`src/rtl/alu_pkg.sv`:
```
// alu_pkg: opcodes, FSM states and op classification for alu_seq.
// ALU_MUL_EN adds MUL to the iterative op set.
package alu_pkg;
    localparam logic [3:0] OP_ADD   = 4'b0000;
    localparam logic [3:0] OP_AND   = 4'b0001;
    localparam logic [3:0] OP_NOR   = 4'b0010;
    localparam logic [3:0] OP_OR    = 4'b0011;
    localparam logic [3:0] OP_NOT   = 4'b0100;
    localparam logic [3:0] OP_XOR   = 4'b0101;
    localparam logic [3:0] OP_SUB   = 4'b0110;
    localparam logic [3:0] OP_CLEAR = 4'b0111;
    localparam logic [3:0] OP_SHL   = 4'b1000;
    localparam logic [3:0] OP_SHR   = 4'b1001;
    localparam logic [3:0] OP_MUL   = 4'b1010;

    typedef enum logic [1:0] {S_IDLE, S_BUSY, S_DONE} state_t;

    function automatic logic op_is_iterative(input logic [3:0] op);
`ifdef ALU_MUL_EN
        return op == OP_SHL || op == OP_SHR || op == OP_MUL;
`else
        return op == OP_SHL || op == OP_SHR;
`endif
    endfunction
endpackage

```
`src/rtl/alu_seq_if.sv`:
```
// alu_seq_if: operand-issue and result handshake bundle for alu_seq.
interface alu_seq_if #(parameter int WIDTH = 8);
    logic             in_valid, in_ready;
    logic [3:0]       op;
    logic [WIDTH-1:0] a, b;
    logic             cin;
    logic             out_valid, out_ready;
    logic [WIDTH-1:0] result;
    logic             cout, zero, neg, ovf, err;

    modport master (
        output in_valid, op, a, b, cin, out_ready,
        input  in_ready, out_valid, result, cout, zero, neg, ovf, err
    );
    modport slave (
        input  in_valid, op, a, b, cin, out_ready,
        output in_ready, out_valid, result, cout, zero, neg, ovf, err
    );
endinterface

```
`src/rtl/alu_comb.sv`:
```
// alu_comb: single-cycle ALU datapath (ADD..CLEAR) with carry, overflow and error flags.
module alu_comb import alu_pkg::*; #(parameter int WIDTH = 8) (
    input  logic [3:0]       op,
    input  logic [WIDTH-1:0] a,
    input  logic [WIDTH-1:0] b,
    input  logic             cin,
    output logic [WIDTH-1:0] res,
    output logic             cout,
    output logic             ovf,
    output logic             err
);
    logic             sub;
    logic [WIDTH-1:0] bb;
    logic [WIDTH:0]   sum;

    assign sub = op == OP_SUB;
    assign bb  = sub ? ~b : b;
    assign sum = {1'b0, a} + {1'b0, bb} + {{WIDTH{1'b0}}, sub ? 1'b1 : cin};

    always_comb begin
        res  = '0;
        cout = 1'b0;
        ovf  = 1'b0;
        err  = 1'b0;
        case (op)
            OP_ADD, OP_SUB: begin
                res  = sum[WIDTH-1:0];
                cout = sum[WIDTH];
                ovf  = (a[WIDTH-1] == bb[WIDTH-1]) && (sum[WIDTH-1] != a[WIDTH-1]);
            end
            OP_AND:   res = a & b;
            OP_NOR:   res = ~(a | b);
            OP_OR:    res = a | b;
            OP_NOT:   res = ~a;
            OP_XOR:   res = a ^ b;
            OP_CLEAR: res = '0;
            // only zero-amount shifts take the single-cycle path
            OP_SHL, OP_SHR: res = a;
            default:  err = 1'b1;
        endcase
    end
endmodule

```
`src/rtl/alu_seq.sv`:
```
// alu_seq: handshaked sequential ALU with bit-serial shifts and optional shift-add MUL.
// Define ALU_MUL_EN to build the MUL datapath; otherwise opcode 1010 reports err.
module alu_seq import alu_pkg::*; #(parameter int WIDTH = 8) (
    input logic      clk,
    input logic      rst,
    alu_seq_if.slave bus
);
    localparam int SHAMT_W = $clog2(WIDTH);
    localparam int CNT_W   = $clog2(WIDTH + 1);

    state_t             state;
    logic [3:0]         iop;
    logic [WIDTH-1:0]   acc, c_res, step_res, fin_res;
    logic [CNT_W-1:0]   cnt;
    logic [SHAMT_W-1:0] amt;
    logic               c_cout, c_ovf, c_err, step_c, accept, go_iter, last_step, load_out;

    alu_comb #(.WIDTH(WIDTH)) u_comb (
        .op(bus.op), .a(bus.a), .b(bus.b), .cin(bus.cin),
        .res(c_res), .cout(c_cout), .ovf(c_ovf), .err(c_err)
    );

    assign bus.in_ready  = !rst && (state == S_IDLE || (state == S_DONE && bus.out_ready));
    assign bus.out_valid = state == S_DONE;
    assign accept        = bus.in_valid && bus.in_ready;
    assign amt           = bus.b[SHAMT_W-1:0];
    assign go_iter       = op_is_iterative(bus.op) && (bus.op == OP_MUL || amt != '0);
    assign last_step     = state == S_BUSY && cnt == CNT_W'(1);
    assign load_out      = (accept && !go_iter) || last_step;
    assign fin_res       = last_step ? step_res : c_res;

`ifdef ALU_MUL_EN
    // {hi, acc} is the product register: acc starts as b, hi accumulates a each set bit
    logic [WIDTH-1:0] hi, hi_n, m, mul_lo;
    logic [WIDTH:0]   psum;

    assign psum = {1'b0, hi} + {1'b0, m};
    assign {hi_n, mul_lo} = acc[0] ? {psum, acc[WIDTH-1:1]} : {1'b0, hi, acc[WIDTH-1:1]};
    assign step_res = iop == OP_MUL ? mul_lo :
                      iop == OP_SHL ? {acc[WIDTH-2:0], 1'b0} : {1'b0, acc[WIDTH-1:1]};
    assign step_c   = iop == OP_MUL ? |hi_n : iop == OP_SHL ? acc[WIDTH-1] : acc[0];

    always_ff @(posedge clk) begin
        if (rst) begin
            hi <= '0;
            m  <= '0;
        end else if (accept) begin
            hi <= '0;
            m  <= bus.a;
        end else if (state == S_BUSY) begin
            hi <= hi_n;
        end
    end
`else
    assign step_res = iop == OP_SHL ? {acc[WIDTH-2:0], 1'b0} : {1'b0, acc[WIDTH-1:1]};
    assign step_c   = iop == OP_SHL ? acc[WIDTH-1] : acc[0];
`endif

    always_ff @(posedge clk) begin
        if (rst) begin
            state      <= S_IDLE;
            iop        <= '0;
            acc        <= '0;
            cnt        <= '0;
            bus.result <= '0;
            bus.cout   <= 1'b0;
            bus.zero   <= 1'b0;
            bus.neg    <= 1'b0;
            bus.ovf    <= 1'b0;
            bus.err    <= 1'b0;
        end else begin
            if (accept) begin
                iop   <= bus.op;
                acc   <= bus.op == OP_MUL ? bus.b : bus.a;
                cnt   <= bus.op == OP_MUL ? CNT_W'(WIDTH) : CNT_W'(amt);
                state <= go_iter ? S_BUSY : S_DONE;
            end else if (state == S_BUSY) begin
                acc   <= step_res;
                cnt   <= cnt - CNT_W'(1);
                state <= last_step ? S_DONE : S_BUSY;
            end else if (state == S_DONE && bus.out_ready) begin
                state <= S_IDLE;
            end
            if (load_out) begin
                bus.result <= fin_res;
                bus.cout   <= last_step ? step_c : c_cout;
                bus.zero   <= fin_res == '0;
                bus.neg    <= fin_res[WIDTH-1];
                bus.ovf    <= !last_step && c_ovf;
                bus.err    <= !last_step && c_err;
            end
        end
    end
endmodule

```
`src/flat_wrapper.sv`:
```
// flat-port wrapper written by rule: the top's interface ports become plain ports
module alu_seq_flat import alu_pkg::*;
#(parameter int WIDTH = 8)
  (clk, rst, bus_in_valid, bus_op, bus_a, bus_b, bus_cin, bus_out_ready, bus_in_ready, bus_out_valid, bus_result, bus_cout, bus_zero, bus_neg, bus_ovf, bus_err);
  alu_seq_if #(.WIDTH(WIDTH)) bus_i ();
  input logic clk;
  input logic rst;
  input wire logic [$bits(bus_i.in_valid)-1:0] bus_in_valid;
  input wire logic [$bits(bus_i.op)-1:0] bus_op;
  input wire logic [$bits(bus_i.a)-1:0] bus_a;
  input wire logic [$bits(bus_i.b)-1:0] bus_b;
  input wire logic [$bits(bus_i.cin)-1:0] bus_cin;
  input wire logic [$bits(bus_i.out_ready)-1:0] bus_out_ready;
  output wire logic [$bits(bus_i.in_ready)-1:0] bus_in_ready;
  output wire logic [$bits(bus_i.out_valid)-1:0] bus_out_valid;
  output wire logic [$bits(bus_i.result)-1:0] bus_result;
  output wire logic [$bits(bus_i.cout)-1:0] bus_cout;
  output wire logic [$bits(bus_i.zero)-1:0] bus_zero;
  output wire logic [$bits(bus_i.neg)-1:0] bus_neg;
  output wire logic [$bits(bus_i.ovf)-1:0] bus_ovf;
  output wire logic [$bits(bus_i.err)-1:0] bus_err;
  assign bus_i.in_valid = bus_in_valid;
  assign bus_i.op = bus_op;
  assign bus_i.a = bus_a;
  assign bus_i.b = bus_b;
  assign bus_i.cin = bus_cin;
  assign bus_i.out_ready = bus_out_ready;
  assign bus_in_ready = bus_i.in_ready;
  assign bus_out_valid = bus_i.out_valid;
  assign bus_result = bus_i.result;
  assign bus_cout = bus_i.cout;
  assign bus_zero = bus_i.zero;
  assign bus_neg = bus_i.neg;
  assign bus_ovf = bus_i.ovf;
  assign bus_err = bus_i.err;
  alu_seq #(.WIDTH(WIDTH)) u_core (.clk(clk), .rst(rst), .bus(bus_i));
endmodule
```
`config.mk`:
```
export PLATFORM = sky130hd
export DESIGN_NAME = alu_seq_flat
export DESIGN_NICKNAME = d
export VERILOG_FILES = /design/src/rtl/alu_pkg.sv /design/src/rtl/alu_seq_if.sv /design/src/rtl/alu_comb.sv /design/src/rtl/alu_seq.sv /design/src/flat_wrapper.sv
export SDC_FILE = /design/constraint.sdc
export NUM_CORES = 1
export LEC_CHECK = 0
export CORE_MARGIN = 5
export CORE_UTILIZATION = 45
export CTS_CLUSTER_SIZE = 14
export DETAILED_ROUTE_END_ITERATION = 10
export MAX_ROUTING_LAYER = met4
export PLACE_DENSITY = 0.73
export SETUP_SLACK_MARGIN = 0.15
export SYNTH_ARGS = -nofsm -noshare
export SYNTH_HDL_FRONTEND = slang
export SYNTH_SLANG_ARGS = --single-unit
```
`constraint.sdc`:
```
create_clock -name clk -period 4.5 [get_ports clk]
set_input_delay 1.125 -clock clk [delete_from_list [all_inputs] [get_ports clk]]
set_output_delay 1.125 -clock clk [all_outputs]
set_load 0.05 [all_outputs]
```
==> summary.txt <==
Logic synthesis
  – Number of synthesized register bits: 30
  – Number of synthesized flops with an enable pin: 0
  – Yosys warning count: 0
  – Synth Instances: 362
  – Synth top area cells: dfxtp_1, ha_1, nor2_1, nand2_1, mux2i_1
  – Synthesized area: 0.00286 sq mm
  – Seq/Total Area, Yosys: 0.210
  – Syn avg cell area: 7.89 sq um
  – Asr flop ratio synth: 0
  – Post-synth cell types: 64
  – Main flop type after synthesis: dfxtp_1
  – Synth top area share: 0.210
  – Synth Net Count: 414
  – Dominant cell type by area after synthesis: dfxtp_1

Cells and area
  – Post-route insts no fill: 477
  – Commonest non-fill, non-tap cells in the layout: clkdlybuf4s50_1, nor2_1, nand2_1
  – Layout cell share with drive strength beyond 1: 0.108
  – Core Util, Final: 0.548
  – Filler cells: 608
  – Layout area overhead: 20.4%
  – Commonest non-fill, non-tap cell in the layout: clkdlybuf4s50_1
  – Ant. Diodes: 0
  – Nets: 451

Floorplan
  – Initial Utilization: 0.455
  – Die width: 89.7 um
  – Die H: 89.7 um
  – Placement row count: 29
  – Core Area: 0.00628 sq mm
  – Die area: 0.00804 sq mm
  – I/O pins: 40

Clock tree
  – Hold buffer count at cts: 0
  – Total clock buffers created by CTS: 5
  – Root buffer cell: clkbuf_8
  – TritonCTS clock tree: yes
  – Worst-Skew Late Latency: 0.28 ns
  – Clock Sinks: 30
  – CTS clk-pin slew, worst paths: 0.06 ns
  – Clk buf depth: 2
  – CTS H-tree lvls: 2

Drt
  – Residual DRC: 0
  – Total Wirelength: 8240 um
  – Drt wl/cell: 17.3 um
  – Routed Antenna Nets: 0
  – Vias: 2873
  – Initial drt markers: 189
  – DRT Pass-1 Iters: 4
  – Vias/cell: 6.02

STA
  – Period Utilization, post-route: 0.925
  – Slew margin rel.: 0.372
  – Post-Route Skew: 0.00498 ns
  – Post-layout min period: 4.16 ns
  – RSZ-0062 raised after global routing: true
  – Peak Freq: 240 MHz
  – Final WS setup: 0.336 ns
  – Hold Slack: 0.470 ns
  – Worst slew pin tran: 0.940 ns
  – Fin. max-slew vios: 0
  – Finish-stage setup viols: 0
  – Final hold vios: 0

Setup path
  – Sum of buffers and inverters on the critical path: 1
  – Arr. time, crit path: 4.34 ns
  – CP Class: primary input to register
  – CP max FO: 4
  – Critical Path Slowest Stage Cell: fa_1
  – CP startpoint kind: primary input
  – Cell class contributing the biggest share of worst-path delay: compound AO/OA/AOI/OAI gates
  – Crit-path cells: clkdlybuf4s50_1 > nor2b_1 > and3b_2 > or2_2 > fa_1 > fa_1 > a211oi_2 > nor2_1 > a211oi_1 > nor2_1 > xnor2_1 > o21ai_2 > a211oi_2 > a32o_1
  – Worst setup EP type: register
  – CP max stage delay: 0.43 ns
  – Worst path required time: 4.68 ns

Worst hold path
  – Hold Path Class: register to register

Place
  – RePlAce Congestion: 0.937
  – Placed cells: 468
  – Port Buffers: 39
  – Post-place setup slack: -0.00196 ns
  – Post-detail-place hpwl: 6140 um

Global route
  – Initial antenna violation count: 0
  – First-pass GRT wire length: 13500 um
  – Met2 Usage GRT: 0.348
  – Met1 Track Usage GR: 0.291
  – Largest net degree at the start of global routing: 32
  – Total grt overflow: 0
  – Met3 global-route usage: 0.0319
  – GRT Total Usage: 0.224
  – Vias in the first global route: 2772
  – Most Crowded Layer GR: met2

Power
  – Static leakage power: 1.33 nW
  – PwrDens: 256 mW/mm^2
  – Peak supply drop: 0.221 mV
  – Total Power: 0.882 mW

Flow run
  – Max Cap Viol: 0

Status
  – Status: finished clean
## layout make-up
cell class	count	area (sq um)	share of cell area
flip-flops and latches	30	601	0.175
multi-input cells	288	2070	0.602
repair buffers	52	498	0.145
clock inverters	1	5.00	0.00146
clock buffers	7	86.3	0.0251
well taps	77	96.3	0.0280
inverters	22	82.6	0.0240
## per-stage QoR
| step | setup TNS (ns) | cell area [sq um] |
|---|---|---|
| final | 0 | 3440 |
| after global routing | 0 | 3440 |
| after CTS | 0 | 3420 |
| after detailed placement | -0.00196 | 3320 |
| after global placement | 0 | 3320 |
| after floorplan | 0 | 2860 |
## cells in the mapped netlist, drive strengths merged (3+ instances only)
| master | n |
|---|---|
| a221oi | 3 |
| a2111oi | 4 |
| a31oi | 6 |
| and3b | 3 |
| buf | 14 |
| clkbuf | 8 |
| nor3 | 16 |
| nand2 | 33 |
| a21oi | 23 |
| o22ai | 5 |
| o21ai | 22 |
| xnor2 | 13 |
| a21o | 3 |
| o211ai | 3 |
| nand2b | 9 |
| a22oi | 4 |
| mux2 | 4 |
| nor2b | 7 |
| nor2 | 34 |
| a211oi | 17 |
| inv | 22 |
| nor4b | 3 |
| mux2i | 12 |
| or2 | 3 |
| dfxtp | 30 |
| ha | 25 |
## final timing paths
check                                     startpoint              endpoint  slack [ns]  cells after the start
worst max-delay path                       bus_op[1]       u_core.bus.zero        0.34                     14
worst min-delay path            u_core.bus.result[0]  u_core.bus.result[0]        0.47                      2
worst max register to register       u_core.state[0]       u_core.bus.zero        2.02                      7
worst min register to register  u_core.bus.result[0]  u_core.bus.result[0]        0.47                      2
## kinds of logic (layout without fill, tap and decap cells)
group	after synthesis	after routing	synth area share
AO/OA/AOI/OAI	111	111	0.279
multiplexers	16	16	0.0578
adder cells (fa/ha/maj)	27	27	0.123
buffers and inverters	44	82	0.0731
XOR/XNOR	14	14	0.0429
AND/OR/NAND/NOR	120	120	0.213
flip-flops	30	30	0.210
## power by group
group	internal [mW]	switching [mW]	total, mW
clock network	0.123	0.0991	0.222
registers	0.290	0.0219	0.311
logic	0.148	0.200	0.348
total	0.561	0.321	0.882
## state kept, by name, summed over array words and instances, names as in the netlist
register	cells
u_core.acc	8
u_core.bus.cout	1
u_core.bus.err	1
u_core.bus.neg	1
u_core.bus.ovf	1
u_core.bus.result	7
u_core.bus.zero	1
u_core.cnt	4
u_core.iop	4
u_core.state	2
## timing repair
item	4_1_cts	5_1_grt
endpoints found under the setup margin	0	4
resized for setup	0	6
buffers inserted	0	1
## routing by layer
layer  routed length, um  up-vias
met5                   0        -
met4                 267        0
met3                 604       19
met2                3760      126
met1                3610     1335
li1                    -     1393
## worst reg2reg max path, stage by stage, from the launching register on
cell	delay, ns
dfxtp_1	0.50
nand2b_4	0.12
nor4b_4	0.79
nor3_1	0.19
a21oi_1	0.28
a21oi_1	0.08
and3b_1	0.19
a32o_1	0.23
Note: power is estimated with default switching activity, not from simulation.
